File: src/rtl/dma_pkg.sv
// Shared definitions for the layer DMA read responder: bus widths and the
// FSM state encoding used by dma_engineer_rd.
package dma_pkg;

  localparam int DMA_ADDR_W = 27;
  localparam int DMA_DATA_W = 512;

  localparam logic [1:0] DMA_ST_IDLE  = 2'd0;
  localparam logic [1:0] DMA_ST_ISSUE = 2'd1;
  localparam logic [1:0] DMA_ST_DRAIN = 2'd2;

  typedef enum logic [1:0] {
    ST_IDLE  = DMA_ST_IDLE,
    ST_ISSUE = DMA_ST_ISSUE,
    ST_DRAIN = DMA_ST_DRAIN
  } dma_state_e;

  // Memory beat address for a request: offset by the instance base, wrapping
  // silently at the address width.
  function automatic logic [DMA_ADDR_W-1:0] dma_beat_addr(
    input logic [DMA_ADDR_W-1:0] start_addr,
    input logic [DMA_ADDR_W-1:0] base_addr
  );
    return start_addr + base_addr;
  endfunction

endpackage

File: src/rtl/dma_engineer_rd.sv
// Responder side of the layer DMA handshake: accepts one weight-fetch request,
// issues beat reads to memory and forwards the returned beats with an eop marker.
module dma_engineer_rd
  import dma_pkg::*;
#(
  parameter int ADDR_W    = DMA_ADDR_W,
  parameter int DATA_W    = DMA_DATA_W,
  parameter int MAX_OUTST = 8,
  parameter int BASE_ADDR = 0
) (
  input  logic              clk,
  input  logic              rst,
  input  logic              dma_engineer_req,
  input  logic [ADDR_W-1:0] dma_engineer_start_addr,
  input  logic [ADDR_W-1:0] dma_engineer_length,
  output logic              dma_engineer_ack,
  output logic [DATA_W-1:0] dma_engineer_dout,
  output logic              dma_engineer_dout_en,
  output logic              dma_engineer_dout_eop,
  output logic              mem_rd_req,
  output logic [ADDR_W-1:0] mem_rd_addr,
  input  logic              mem_rd_rdy,
  input  logic              mem_rd_valid,
  input  logic [DATA_W-1:0] mem_rd_data
);

  localparam int OUTST_W = $clog2(MAX_OUTST) + 1;
  localparam logic [OUTST_W-1:0] MAX_OUTST_V = OUTST_W'(MAX_OUTST);
  localparam logic [ADDR_W-1:0]  BASE_V      = ADDR_W'(BASE_ADDR);

  dma_state_e          state_q, state_d;
  logic [ADDR_W-1:0]   addr_q, addr_d;
  logic [ADDR_W-1:0]   issue_left_q, issue_left_d;
  logic [ADDR_W-1:0]   ret_left_q, ret_left_d;
  logic [OUTST_W-1:0]  outst_q, outst_d;
  logic                zero_q, zero_d;
  logic                ack_q, ack_d;
  logic [DATA_W-1:0]   dout_q, dout_d;
  logic                dout_en_q, dout_en_d;
  logic                eop_q, eop_d;

  logic issue_fire;
  logic ret_fire;

  assign mem_rd_req = (state_q == ST_ISSUE) && (issue_left_q != '0) &&
                      (outst_q < MAX_OUTST_V);
  assign mem_rd_addr = addr_q;

  assign issue_fire = mem_rd_req && mem_rd_rdy;
  // Returns with nothing left to receive are strays (e.g. after a reset) and are dropped.
  assign ret_fire   = mem_rd_valid && (ret_left_q != '0);

  assign dma_engineer_ack      = ack_q;
  assign dma_engineer_dout     = dout_q;
  assign dma_engineer_dout_en  = dout_en_q;
  assign dma_engineer_dout_eop = eop_q;

  always_comb begin
    state_d      = state_q;
    addr_d       = addr_q;
    issue_left_d = issue_left_q;
    ret_left_d   = ret_left_q;
    outst_d      = outst_q;
    zero_d       = zero_q;
    ack_d        = 1'b0;
    dout_d       = dout_q;
    dout_en_d    = 1'b0;
    eop_d        = 1'b0;

    if (ret_fire) begin
      dout_en_d  = 1'b1;
      dout_d     = mem_rd_data;
      ret_left_d = ret_left_q - 1'b1;
      eop_d      = (ret_left_q == ADDR_W'(1));
    end

    if (issue_fire && !ret_fire) begin
      outst_d = outst_q + 1'b1;
    end else if (!issue_fire && ret_fire && (outst_q != '0)) begin
      outst_d = outst_q - 1'b1;
    end

    case (state_q)
      ST_IDLE: begin
        if (dma_engineer_req) begin
          ack_d        = 1'b1;
          addr_d       = dma_beat_addr(dma_engineer_start_addr, BASE_V);
          issue_left_d = dma_engineer_length;
          ret_left_d   = dma_engineer_length;
          zero_d       = (dma_engineer_length == '0);
          // Zero-length requests pass through DRAIN so the eop pulse trails the ack.
          state_d      = (dma_engineer_length == '0) ? ST_DRAIN : ST_ISSUE;
        end
      end
      ST_ISSUE: begin
        if (issue_fire) begin
          addr_d       = addr_q + 1'b1;
          issue_left_d = issue_left_q - 1'b1;
          if (issue_left_q == ADDR_W'(1)) begin
            state_d = ST_DRAIN;
          end
        end
      end
      ST_DRAIN: begin
        if (ret_left_q == '0) begin
          state_d = ST_IDLE;
          zero_d  = 1'b0;
          if (zero_q) begin
            eop_d = 1'b1;
          end
        end
      end
      default: begin
        state_d = ST_IDLE;
      end
    endcase
  end

  always_ff @(posedge clk or negedge rst) begin
    if (!rst) begin
      state_q      <= ST_IDLE;
      addr_q       <= '0;
      issue_left_q <= '0;
      ret_left_q   <= '0;
      outst_q      <= '0;
      zero_q       <= 1'b0;
      ack_q        <= 1'b0;
      dout_q       <= '0;
      dout_en_q    <= 1'b0;
      eop_q        <= 1'b0;
    end else begin
      state_q      <= state_d;
      addr_q       <= addr_d;
      issue_left_q <= issue_left_d;
      ret_left_q   <= ret_left_d;
      outst_q      <= outst_d;
      zero_q       <= zero_d;
      ack_q        <= ack_d;
      dout_q       <= dout_d;
      dout_en_q    <= dout_en_d;
      eop_q        <= eop_d;
    end
  end

endmodule
File: config.mk
export PLATFORM = sky130hd
export DESIGN_NAME = dma_engineer_rd
export DESIGN_NICKNAME = d
export VERILOG_FILES = /design/src/rtl/dma_pkg.sv /design/src/rtl/dma_engineer_rd.sv
export SDC_FILE = /design/constraint.sdc
export NUM_CORES = 1
export LEC_CHECK = 0
export ABC_CLOCK_PERIOD_IN_PS = 5100
export BUFFER_PORTS_ARGS = -buffer_cell sky130_fd_sc_hd__buf_2
export CELL_PAD_IN_SITES_DETAIL_PLACEMENT = 1
export CELL_PAD_IN_SITES_GLOBAL_PLACEMENT = 1
export CORE_AREA = 2 2 435 437
export CTS_CLUSTER_SIZE = 12
export DETAILED_ROUTE_END_ITERATION = 6
export DIE_AREA = 0 0 437 439
export GPL_TIMING_DRIVEN = 0
export PLACE_DENSITY_LB_ADDON = 0.3
export RECOVER_POWER = 100
export SLEW_MARGIN = 40
export SYNTH_ARGS = -nofsm -noshare
export SYNTH_HDL_FRONTEND = slang
export SYNTH_SLANG_ARGS = --single-unit
File: constraint.sdc
create_clock -name clk -period 5.1 [get_ports clk]
set_clock_uncertainty 0.2 [all_clocks]
set_input_delay 0.255 -clock clk [delete_from_list [all_inputs] [get_ports clk]]
set_output_delay 0.255 -clock clk [all_outputs]
set_load 0.02 [all_outputs]
Word-level counts from Yosys, hierarchy flattened
Index checks and enable logic that the tools add are counted.
{"block": "totals", "ff_bits": 603, "latch_bits": 0, "ram_bits": 0, "romBits": 0, "inputBits": 571, "output_inout_bits": 543, "elab_cells": 72, "memories": 0}
{"block": "op_classes", "addsub": 5, "multipliers": 0, "div_mod_pow": 0, "magnitude_cmp": 1, "n_eq_ne": 8, "shift": 0, "n_mux": 27, "bitwise": 0, "reduce_logical": 21}
{"cell": "$mux 27", "count": 7}
{"cell": "$pmux 27 s2", "count": 2}
{"cell": "$eq 27x1->1 const B", "count": 2}
{"cell": "$logic_not 27->1", "count": 2}
{"cell": "$reduce_bool 27->1", "count": 2}
{"cell": "$sub 27x1->27 const B", "count": 2}
{"cell": "$add 27x1->27 const B", "count": 1}
{"cell": "$mux 2", "count": 5}
{"cell": "$mux 1", "count": 9}
{"cell": "$mux 4", "count": 2}
{"cell": "$logic_and 1x1->1", "count": 7}
{"cell": "$ne 2x2->1 const B", "count": 3}
{"cell": "$pmux 2 s3", "count": 1}
{"cell": "$reduce_and 3->1", "count": 2}
{"cell": "$reduce_bool 2->1", "count": 3}
{"cell": "$add 4x1->4 const B", "count": 1}
{"cell": "$lt 4x4->1 const B", "count": 1}
{"cell": "$reduce_and 4->1", "count": 1}
{"cell": "$reduce_bool 4->1", "count": 1}
{"cell": "$sub 4x1->4 const B", "count": 1}
{"cell": "$eq 2x1->1 const B", "count": 1}
{"cell": "$eq 2x2->1 const B", "count": 1}
{"cell": "$logic_not 1->1", "count": 2}
{"cell": "$logic_not 2->1", "count": 1}
{"cell": "2 further kinds", "count": 2}

Longest topological paths before layout
Gate-level depths: netlist of run 1.
{"block": "depth", "depth_word": 9, "mapped_depth": 13, "depth_no_buf": 13}

Worst setup path before layout of run 1
OpenSTA, ideal clock, no wires.
{"block": "synth_path", "kind": "reg2reg", "startpoint": "reg ret_left_q[5]", "endpoint": "reg outst_q[3]", "t_arrival_ns": 3.165, "required_ns": 4.774, "slack_ns": 1.609, "path_stages_with_launch": 13, "period_less_slack_ns": 3.491, "path_cell_list": "dfrtp_1 -> or4_1 -> clkbuf_1 -> nor3_1 -> a41o_1 -> inv_2 -> nor3_1 -> inv_1 -> ha_1 -> a21o_1 -> a21oi_1 -> nand2_1 -> a221o_1"}
{"block": "synth_via", "elab_chain_len": 5}
{"element": "from (decl)", "line": "dma_engineer_rd.sv:34", "text": "logic [ADDR_W-1:0] ret_left_q, ret_left_d;"}
{"element": "from (signal assigned)", "line": "dma_engineer_rd.sv:135", "text": "ret_left_q <= ret_left_d;"}
{"element": "$reduce_bool 27->1 *", "line": "dma_engineer_rd.sv:51", "text": "assign ret_fire = mem_rd_valid && (ret_left_q != '0);"}
{"element": "$logic_and 1x1->1 *", "line": "dma_engineer_rd.sv:51"}
{"element": "$logic_not 1->1 / $logic_and 1x1->1 (equally long branches)", "line": "dma_engineer_rd.sv:77, dma_engineer_rd.sv:79"}
{"element": "$logic_and 1x1->1 (on tied branches)", "line": "dma_engineer_rd.sv:77, dma_engineer_rd.sv:79"}
{"element": "$mux 4 / $reduce_bool 2->1 (equally long branches)"}
{"element": "to (signal assigned)", "line": "dma_engineer_rd.sv:136", "text": "outst_q <= outst_d;"}
{"element": "to (decl)", "line": "dma_engineer_rd.sv:35", "text": "logic [OUTST_W-1:0] outst_q, outst_d;"}
Mark *: on every way between the ends. The rest lies on a longest branch, timed or not.
A chain may end at the register's enable or synchronous reset.

Final worst setup path of run 1
{"block": "layout_path", "startpoint": "reg issue_left_q[0]", "endpoint": "reg addr_q[10] (netlist: mem_rd_addr[10])"}
{"block": "layout_via", "elab_chain_len": 6}
{"element": "from (decl)", "line": "dma_engineer_rd.sv:33", "text": "logic [ADDR_W-1:0] issue_left_q, issue_left_d;"}
{"element": "from (signal assigned)", "line": "dma_engineer_rd.sv:134", "text": "issue_left_q <= issue_left_d;"}
{"element": "$reduce_bool 27->1", "line": "dma_engineer_rd.sv:45", "text": "assign mem_rd_req = (state_q == ST_ISSUE) && (issue_left_q != '0) &&"}
{"element": "$logic_and 1x1->1 (2 in series)", "line": "dma_engineer_rd.sv:45"}
{"element": "$logic_and 1x1->1", "line": "dma_engineer_rd.sv:49", "text": "assign issue_fire = mem_rd_req && mem_rd_rdy;"}
{"element": "$ne 2x2->1 (no source line)"}
{"element": "$reduce_and 3->1 (no source line)"}
{"element": "to (signal assigned)", "line": "dma_engineer_rd.sv:133", "text": "addr_q <= addr_d;"}
{"element": "to (decl)", "line": "dma_engineer_rd.sv:32", "text": "logic [ADDR_W-1:0] addr_q, addr_d;"}
Every way passes these cells.

==> results.yml, run 1 <==
clock_tree:
  cts_num_sinks: 603
  h-tree-depth: 3
  clockRootBuffer: "clkbuf_16"
  cts_tree: "yes"
  numCtsBuffers: 83
  clk_pin_slew_ns: 0.06
  cts_buffer_depth: 3
  cts_resized: 0
  clock_latency_ns: 0.68
placement:
  dpl.hpwl_microns: 122000
  gp_congestion: 0.864
  portBuffers: 1113
logic_synthesis:
  yosysTopAreaCell: "dfrtp_1"
  synth_area_leaders: "dfrtp_1 (61%), nand2_1 (25%), a21oi_1 (1.4%), clkbuf_1 (1.3%), buf_2 (1.3%)"
  synth_edf_count: 0
  ys_seq_elements: 603
  syn-cell-area_sq_mm: 0.0246
  synthCells: 2815
  ys_seq_area_share_pct: 61.4
  yosys-top-cells-count: "nand2_1 (1615), dfrtp_1 (603), clkbuf_1 (83), a21oi_1 (68), buf_2 (62)"
  avgSynthCellArea_sq_um: 8.73
  yosysMostFrequentCell: "nand2_1"
  async_flop_share_pct: 100
  yosysUniqueCellTypes: 62
  ys_warn_count: 0
  syn_nets: 3394
  yosys_most_used_dff: "dfrtp_1"
  synth_top_area_share_pct: 61.4
status:
  status: "finished with violations"
  violations: "capacitance limit, slew limit"
route:
  routedWlPerCell_microns: 21.8
  firstDrtPassIters: 5
  viasPerCell: 3.77
  drcViolationCount: 0
  postRouteWirelength_microns: 156000
  first_iter_violations: 1341
  vias: 27000
  postRouteAntennaNets: 0
timing:
  finalCritPeriodShare_pct: 88.3
  fin_crit_ns: 4.50
  fin_setup_tns_ns: 0
  finalMaxSlewViolations: 177
  fmax_mhz: 222
  hold-worst-slack_ns: 0.106
  tightest_slew_ns: 2.11
  hold_viol: 0
  slew_headroom_pct: -40.7
  setup_viol: 0
  rsz0062_at_grt: "no"
worst_hold_path:
  holdPathStages: 4
  hp-class: "in2reg"
floorplan:
  dieArea_sq_mm: 0.192
  io_pins: 1114
  row_count: 159
  start_util_pct: 13.1
  fp.dieH_microns: 439
  coreArea_sq_mm: 0.187
  die_x_microns: 437
global_routing:
  grt_usage_pct: 15.7
  grt_first_pass_wirelength_microns: 218000
  antenna_found_initial: 44
  gr-total-overflow: 0
  grt_pass1_vias: 28900
  grt_max_degree: 88
flow_run:
  max-cap-violations: 3
cells_and_area:
  drive_gt1_share_pct: 16.2
  num-fill-cells: 22500
  syn_to_final_growth_pct: 68.2
  finish.net_count: 5181
  seq_area_sq_mm: 0.0151
  multi_input_area_sq_mm: 0.00876
critical_path:
  start_kind: "flop"
  path_max_fanout: 10
  cp.required_ns: 5.46
  end_kind: "flop"
  setup.worst_path.class: "reg2reg"
  arrival_ns: 4.86
  r2r_cells: 9
power_and_ir_drop:
  peakVddDrop_mv: 0.227
  power.total_w: 0.0156
  p_leak_nw: 19.7
  power_density_mw_per_mm2: 379
## final cells by class
| cell class | count | share of cell area, % |
|---|---|---|
| tap | 2495 | 7.56 |
| timing repair buffer | 1702 | 26.3 |
| multi-input combinational | 2047 | 21.2 |
| antenna | 10 | 0.0606 |
| clock inverter | 29 | 0.836 |
| buffer | 151 | 1.47 |
| clock buffer | 115 | 5.89 |
| sequential | 603 | 36.5 |
| inverter | 14 | 0.127 |
## timing repair
action,4_1_cts,5_1_grt
setup buffers,0,0
hold buffers,579,0
hold endpoints to repair,855,0
## cell usage in the layout (no fill, tap or decap), types with 15 or more instances in the layout
| master | netlist | final |
|---|---|---|
| a21oi_1 | 68 | 69 |
| o21ai_0 | 49 | 56 |
| buf_2 | 62 | 586 |
| dfrtp_1 | 603 | 603 |
| nor4_1 | 18 | 17 |
| nor3_1 | 29 | 29 |
| clkbuf_16 | 0 | 87 |
| dlygate4sd3_1 | 0 | 578 |
| clkbuf_1 | 83 | 676 |
| nand2_1 | 1615 | 1615 |
| nor2_1 | 48 | 48 |
| nand3_1 | 24 | 24 |
| clkbuf_8 | 0 | 15 |
| o22ai_1 | 19 | 19 |
## power breakdown
group	internal, W	total, W	switching [W]
clock network	0.00367	0.00608	0.00242
logic	0.00121	0.00352	0.00231
registers	0.00544	0.00603	0.000593
## layer usage
metal / global-route usage, % / part of all wire (%)
met2: 27.4 / 50
met1: 19.6 / 43
met3: 3.22 / 4.9
met5: 0 / 0.095
met4: 4.39 / 2.8
## sequential cells by signal (all words and copies together) (netlist names)
register	flops
ret_left_q	27
dma_engineer_dout_en	1
outst_q	4
mem_rd_addr	27
dma_engineer_dout_eop	1
state_q	2
dma_engineer_ack	1
zero_q	1
dma_engineer_dout	512
issue_left_q	27
## kinds of logic (layout without fill, tap and decap cells)
group           count (synthesis)  count (layout)  share of synthesized area (%)
flops                         603             603                           61.4
compound gates                213             213                           5.41
other cells                     0              10                              0
simple gates                 1799            1799                           28.8
buf+inv                       165            2011                           2.90
mux                             3               3                          0.127
fa+ha+maj                       8               8                          0.438
xor+xnor                       24              24                          0.856
## metrics by stage
step / worst slack (ns) / instance area (sq um) / util (%) / cells
3_3_place_gp: -11.32 / 33300 / 17.8 / 6423
4_1_cts: 0.828 / 42100 / 22.5 / 7156
3_5_place_dp: 0.815 / 33600 / 17.9 / 6433
2_1_floorplan: 1.61 / 24600 / - / 2815
6_report: 0.599 / 41300 / 22.1 / 7166
5_1_grt: 0.208 / 41300 / 22.1 / 7164
## worst max-delay path, stage by stage (launching register included)
cell and delay [ns]:
dfrtp_1 0.41, inv_1 0.13, ha_1 0.21, nor3b_1 0.67
nand3_1 0.42, o311a_1 0.53, a21oi_1 0.74, clkbuf_1 0.67
a21oi_1 0.08, o2bb2a_1 0.32
## final timing paths
check	from	end	slack (ns)
worst max-delay path	issue_left_q[0]	mem_rd_addr[10]	0.60
worst min-delay path	mem_rd_data[262]	dma_engineer_dout[262]	0.11
worst max register to register	issue_left_q[0]	mem_rd_addr[10]	0.60
worst min register to register	dma_engineer_dout[203]	dma_engineer_dout[203]	0.27
max in group asynchronous	rst	dma_engineer_dout[133]	0.78
min in group asynchronous	rst	mem_rd_addr[24]	0.60
No activity file was read; power rests on OpenSTA's default activity.
==> inputs of run 2 (changes only) <==
--- a/config.mk
+++ b/config.mk
@@ -13,8 +13,7 @@
 export CTS_CLUSTER_SIZE = 12
 export DETAILED_ROUTE_END_ITERATION = 6
 export DIE_AREA = 0 0 437 439
-export GPL_TIMING_DRIVEN = 0
-export PLACE_DENSITY_LB_ADDON = 0.3
+export PLACE_DENSITY = 0.45
 export RECOVER_POWER = 100
 export SLEW_MARGIN = 40
 export SYNTH_ARGS = -nofsm -noshare
==> results.yml, run 2 (synthesis results as in run 1) <==
floorplan:
  io_pins: 1114
  row_count: 159
  dieArea_sq_mm: 0.192
  fp.dieH_microns: 439
  die_x_microns: 437
  start_util_pct: 13.1
  coreArea_sq_mm: 0.187
timing:
  setup_viol: 0
  tightest_slew_ns: 2.19
  finalMaxSlewViolations: 499
  hold-worst-slack_ns: 0.0809
  fin_crit_ns: 4.54
  finalCritPeriodShare_pct: 89.0
  rsz0062_at_grt: "no"
  fmax_mhz: 220
  hold_viol: 0
  fin_setup_tns_ns: 0
  slew_headroom_pct: -45.8
clock_tree:
  h-tree-depth: 3
  cts_resized: 0
  numCtsBuffers: 84
  cts_tree: "yes"
  clockRootBuffer: "clkbuf_16"
  cts_buffer_depth: 3
  clk_pin_slew_ns: 0.06
  cts_num_sinks: 603
  hold_buffers: 665
  clock_latency_ns: 0.70
  cts_setup_buffers: 0
route:
  postRouteWirelength_microns: 142000
  viasPerCell: 3.69
  firstDrtPassIters: 5
  drcViolationCount: 0
  first_iter_violations: 1125
  vias: 26300
  postRouteAntennaNets: 0
  routedWlPerCell_microns: 20.0
critical_path:
  r2r_cells: 7
  r2r_end: "dma_engineer_dout[108]"
  r2r_start: "ret_left_q[5]"
  arrival_ns: 4.97
  start_kind: "flop"
  path_max_fanout: 135
  setup.worst_path.class: "reg2reg"
  ff2ff_setup_slack_ns: 0.56
  cp.required_ns: 5.53
  end_kind: "flop"
status:
  status: "finished with violations"
  violations: "capacitance limit, slew limit"
global_routing:
  grt_pass1_vias: 28600
  antenna_found_initial: 36
  grt_max_degree: 171
  grt_first_pass_wirelength_microns: 204000
  gr-total-overflow: 0
  grt_usage_pct: 14.4
cells_and_area:
  finish.net_count: 5142
  drive_gt1_share_pct: 15.9
  largest_reg_flops: 512
  syn_to_final_growth_pct: 69.5
  layout_common_cells: "nand2_1 (1615), dlygate4sd3_1 (664), dfrtp_1 (603)"
  layout_commonest_cell: "nand2_1"
worst_hold_path:
  hp-class: "in2reg"
  holdPathStages: 4
  hold_end: "dma_engineer_dout[125]"
  hold_start: "mem_rd_data[125]"
power_and_ir_drop:
  peakVddDrop_mv: 0.200
  p_leak_nw: 19.8
  power_density_mw_per_mm2: 369
  power.total_w: 0.0154
placement:
  dpl.hpwl_microns: 105000
  gp_congestion: 0.821
  portBuffers: 1113
flow_run:
  max-cap-violations: 9
## run 2: changes by cell type in the layout (fill, tap and decap cells not counted), moves of 6 or more
cell           change
clkbuf_1          -98
dlygate4sd3_1     +86
buf_2             -17
diode_2            +7
buf_12             +6
clkbuf_2           -6
## run 2: worst max-delay path: stages, from the launching register on
cell and delay (ns):
dfrtp_1 0.40, or4_1 0.66, nor3_1 0.61, a41o_4 0.37, buf_12 0.26, clkbuf_4 1.21
nand2_1 0.19, nand2_1 0.15
## run 2: how the worst max path moves through the flow
stage	slack, ns	endpoint	cells after the start	startpoint
floorplan	1.61	outst_q[3]	12	ret_left_q[5]
global placement	1.01	outst_q[3]	11	ret_left_q[5]
detailed placement	0.84	outst_q[3]	11	ret_left_q[4]
CTS	0.82	outst_q[3]	11	ret_left_q[5]
global route	0.29	dma_engineer_dout[108]	7	ret_left_q[4]
finish	0.56	dma_engineer_dout[108]	7	ret_left_q[5]
## run 2: per-layer routing
layer	share of wire, %	up-vias	global-route usage [%]
met5	0.13	-	0
met4	4.2	30	6.39
met3	5.9	228	3.87
met2	48	747	23.8
met1	42	12900	17.6
li1	-	12500	-
## run 2: power by group
part	internal [W]	switching, W	leakage (nW)
clock network	0.00346	0.00245	1.32
registers	0.00544	0.000602	7.32
logic	0.00123	0.00221	11.2
## run 2: per-stage QoR
stage	instances	util [%]	worst slack [ns]	instance area, sq um
floorplan	2815	-	1.61	24600
global placement	6301	17.6	1.01	33000
detailed placement	6304	17.7	0.838	33100
CTS	7118	22.7	0.817	42400
global route	7136	22.3	0.294	41600
finish	7138	22.3	0.559	41600
## run 2: area by class of cell
type	instances	area (sq um)
multi-input cells	2047	8760
diodes	17	42.5
repair buffers	1813	11900
clock buffers	118	2350
fillers	22500	145000
inverters	14	60.1
clock inverters	31	337
well taps	2495	3120
flip-flops and latches	603	15100
==> inputs of run 3 (changes only) <==
--- a/config.mk
+++ b/config.mk
@@ -5,15 +5,16 @@
 export SDC_FILE = /design/constraint.sdc
 export NUM_CORES = 1
 export LEC_CHECK = 0
+export ABC_AREA = 1
 export ABC_CLOCK_PERIOD_IN_PS = 5100
 export BUFFER_PORTS_ARGS = -buffer_cell sky130_fd_sc_hd__buf_2
 export CELL_PAD_IN_SITES_DETAIL_PLACEMENT = 1
 export CELL_PAD_IN_SITES_GLOBAL_PLACEMENT = 1
-export CORE_AREA = 2 2 435 437
+export CORE_AREA = 2 2 431 433
 export CTS_CLUSTER_SIZE = 12
 export DETAILED_ROUTE_END_ITERATION = 6
-export DIE_AREA = 0 0 437 439
-export PLACE_DENSITY = 0.45
+export DIE_AREA = 0 0 433 435
+export PLACE_DENSITY = 0.47
 export RECOVER_POWER = 100
 export SLEW_MARGIN = 40
 export SYNTH_ARGS = -nofsm -noshare
==> results.yml, run 3 <==
status:
  status: "finished with violations"
  violations: "capacitance limit, slew limit"
global_routing:
  grt_first_pass_wirelength_microns: 198000
  gr-total-overflow: 0
  grt_max_degree: 191
  grt_pass1_vias: 30000
  grt_usage_pct: 13.9
  antenna_found_initial: 27
floorplan:
  io_pins: 1114
  fp.dieH_microns: 435
  die_x_microns: 433
  row_count: 158
  start_util_pct: 14.3
  dieArea_sq_mm: 0.188
  coreArea_sq_mm: 0.184
cells_and_area:
  syn_to_final_growth_pct: 63.2
  drive_gt1_share_pct: 14.7
  utilization_pct: 23.3
  layout_common_cells: "nand2_1 (1901), dlygate4sd3_1 (678), dfrtp_1 (603)"
  finish.net_count: 5525
  largest_reg_flops: 512
  layout_commonest_cell: "nand2_1"
power_and_ir_drop:
  p_comb_share_pct: 27.4
  power_density_mw_per_mm2: 389
  p_switching_w: 0.00612
  internal_power_w: 0.0106
  pwr-share-clk_pct: 35.4
  p_seq_share_pct: 37.1
  p_sw_share_pct: 36.7
  p_leak_nw: 21.1
  peakVddDrop_mv: 0.260
timing:
  slew_headroom_pct: -107
  fin_crit_ns: 4.21
  hold_viol: 0
  finalMaxSlewViolations: 478
  setup_viol: 0
  rsz0062_at_grt: "no"
  fmax_mhz: 237
  finalCritPeriodShare_pct: 82.6
  fin_setup_tns_ns: 0
  tightest_slew_ns: 3.11
clock_tree:
  numCtsBuffers: 81
  clock_latency_ns: 0.71
  cts_tree: "yes"
  clockRootBuffer: "clkbuf_16"
  cts_setup_buffers: 0
  hold_buffers: 679
  cts_buffer_depth: 3
  cts_resized: 0
  h-tree-depth: 3
  cts_num_sinks: 603
  clk_pin_slew_ns: 0.06
worst_hold_path:
  hp-class: "in2reg"
route:
  postRouteAntennaNets: 0
  postRouteWirelength_microns: 135000
  drcViolationCount: 0
  viasPerCell: 3.68
  firstDrtPassIters: 5
  vias: 27600
  routedWlPerCell_microns: 18.0
  first_iter_violations: 1237
logic_synthesis:
  synth_top_area_share_pct: 57.5
  synth_area_leaders: "dfrtp_1 (58%), nand2_1 (27%), buf_8 (2.3%), nor2_1 (2.1%), inv_1 (1.4%)"
  ys_seq_area_share_pct: 57.5
  async_flop_share_pct: 100
  ys_warn_count: 0
  ys_seq_elements: 603
  yosysTopAreaCell: "dfrtp_1"
  yosys-top-cells-count: "nand2_1 (1899), dfrtp_1 (603), nor2_1 (149), inv_1 (96), nand3_1 (62)"
  synthCells: 3184
  yosysUniqueCellTypes: 46
  yosys_most_used_dff: "dfrtp_1"
  yosysMostFrequentCell: "nand2_1"
  synth_edf_count: 0
  syn_nets: 3763
  syn-cell-area_sq_mm: 0.0262
  avgSynthCellArea_sq_um: 8.24
critical_path:
  slowest_stage: "clkbuf_2"
  cp_slowest_stage_delay_ns: 0.94
  setup.worst_path.class: "reg2reg"
  crit_path_frequent_cell: "nand2_1"
  path_max_fanout: 69
  end_kind: "flop"
  ff2ff_setup_slack_ns: 0.89
  cp.required_ns: 5.48
  start_kind: "flop"
  arrival_ns: 4.59
  path_cells: "inv_1, ha_1, nand2_1, nor2_1, nand2_4, inv_1, nand2_1, nand2_8, inv_16, clkbuf_2, nand2_1, nand2_1"
placement:
  portBuffers: 1113
  gp_congestion: 0.912
  dpl.hpwl_microns: 97900
flow_run:
  max-cap-violations: 8
-- run 3: cell types whose count changed after synthesis, sizes merged, moves of 27 or more --
cell / previous run / this run
a21oi: 69 / 9
inv: 14 / 104
nand2: 1615 / 1904
o21ai: 61 / 88
clkbuf: 83 / 55
nand3: 24 / 66
nor2: 48 / 157
-- run 3: kinds of logic (layout without fill, tap and decap cells) --
| logic type | Yosys count | count (layout) | share of synthesized area [%] |
|---|---|---|---|
| AND/OR/NAND/NOR | 2163 | 2163 | 31.9 |
| flip-flops | 603 | 603 | 57.5 |
| buffers and inverters | 252 | 2074 | 6.36 |
| AO/OA/AOI/OAI | 120 | 120 | 2.48 |
| XOR/XNOR | 29 | 29 | 0.968 |
| multiplexers | 9 | 9 | 0.343 |
| adder cells (fa/ha/maj) | 8 | 8 | 0.410 |
| other | 0 | 13 | 0 |
-- run 3: cell type report --
| cell class | instances | area [sq um] |
|---|---|---|
| Inverter | 106 | 414 |
| Timing Repair Buffer | 1825 | 12000 |
| Antenna cell | 13 | 32.5 |
| Tap cell | 2480 | 3100 |
| Multi-Input combinational cell | 2329 | 9450 |
| Clock inverter | 21 | 332 |
| Fill cell | 22300 | 141000 |
| Clock buffer | 122 | 2380 |
| Sequential cell | 603 | 15100 |
-- run 3: worst max-delay path, delay by kind of cell (launching register included) --
family	cells	cell delay (ns)
buf+inv	4	1.36
flops	1	0.42
fa+ha+maj	1	0.25
simple gates	7	1.66
-- run 3: path summary, 6_finish.rpt --
path,from,end,cells after the start
min in group asynchronous,rst,issue_left_q[19],3
hold / removal,mem_rd_data[45],dma_engineer_dout[45],4
max in group asynchronous,rst,dma_engineer_dout[64],4
hold reg to reg,dma_engineer_dout[162],dma_engineer_dout[162],2
setup reg to reg,ret_left_q[0],dma_engineer_dout[309],12
setup / recovery,ret_left_q[0],dma_engineer_dout[309],12
-- run 3: through the flow --
step / power [W] / hold slack (ns) / instances / setup slack (ns) / instance area [sq um]
after floorplan: 0.00884 / -0.241 / 3184 / 2.46 / 26200
after global placement: 0.0106 / 0.150 / 6661 / 1.48 / 34000
after detailed placement: 0.0106 / 0.150 / 6662 / 1.42 / 34100
after CTS: 0.0172 / 0.000135 / 7484 / 1.43 / 43600
after global routing: 0.0178 / 0.0467 / 7498 / 0.535 / 42800
final: 0.0167 / 0.0822 / 7499 / 0.888 / 42800
-- run 3: metal layers --
layer,up-vias,track usage (%),part of all wire [%]
met4,18,6.68,4.6
met2,817,23.5,48
met5,-,0,0.098
met1,13200,16.2,41
li1,13300,-,-
met3,246,3.87,6.5
-- run 3: power by group through the flow --
stage               Combinational (W)  Sequential, W  Clock (W)
floorplan                     0.00219        0.00665          0
global placement              0.00434        0.00624          0
detailed placement            0.00440        0.00625          0
CTS                           0.00486        0.00618    0.00618
global route                  0.00515        0.00630    0.00636
finish                        0.00457        0.00619    0.00591
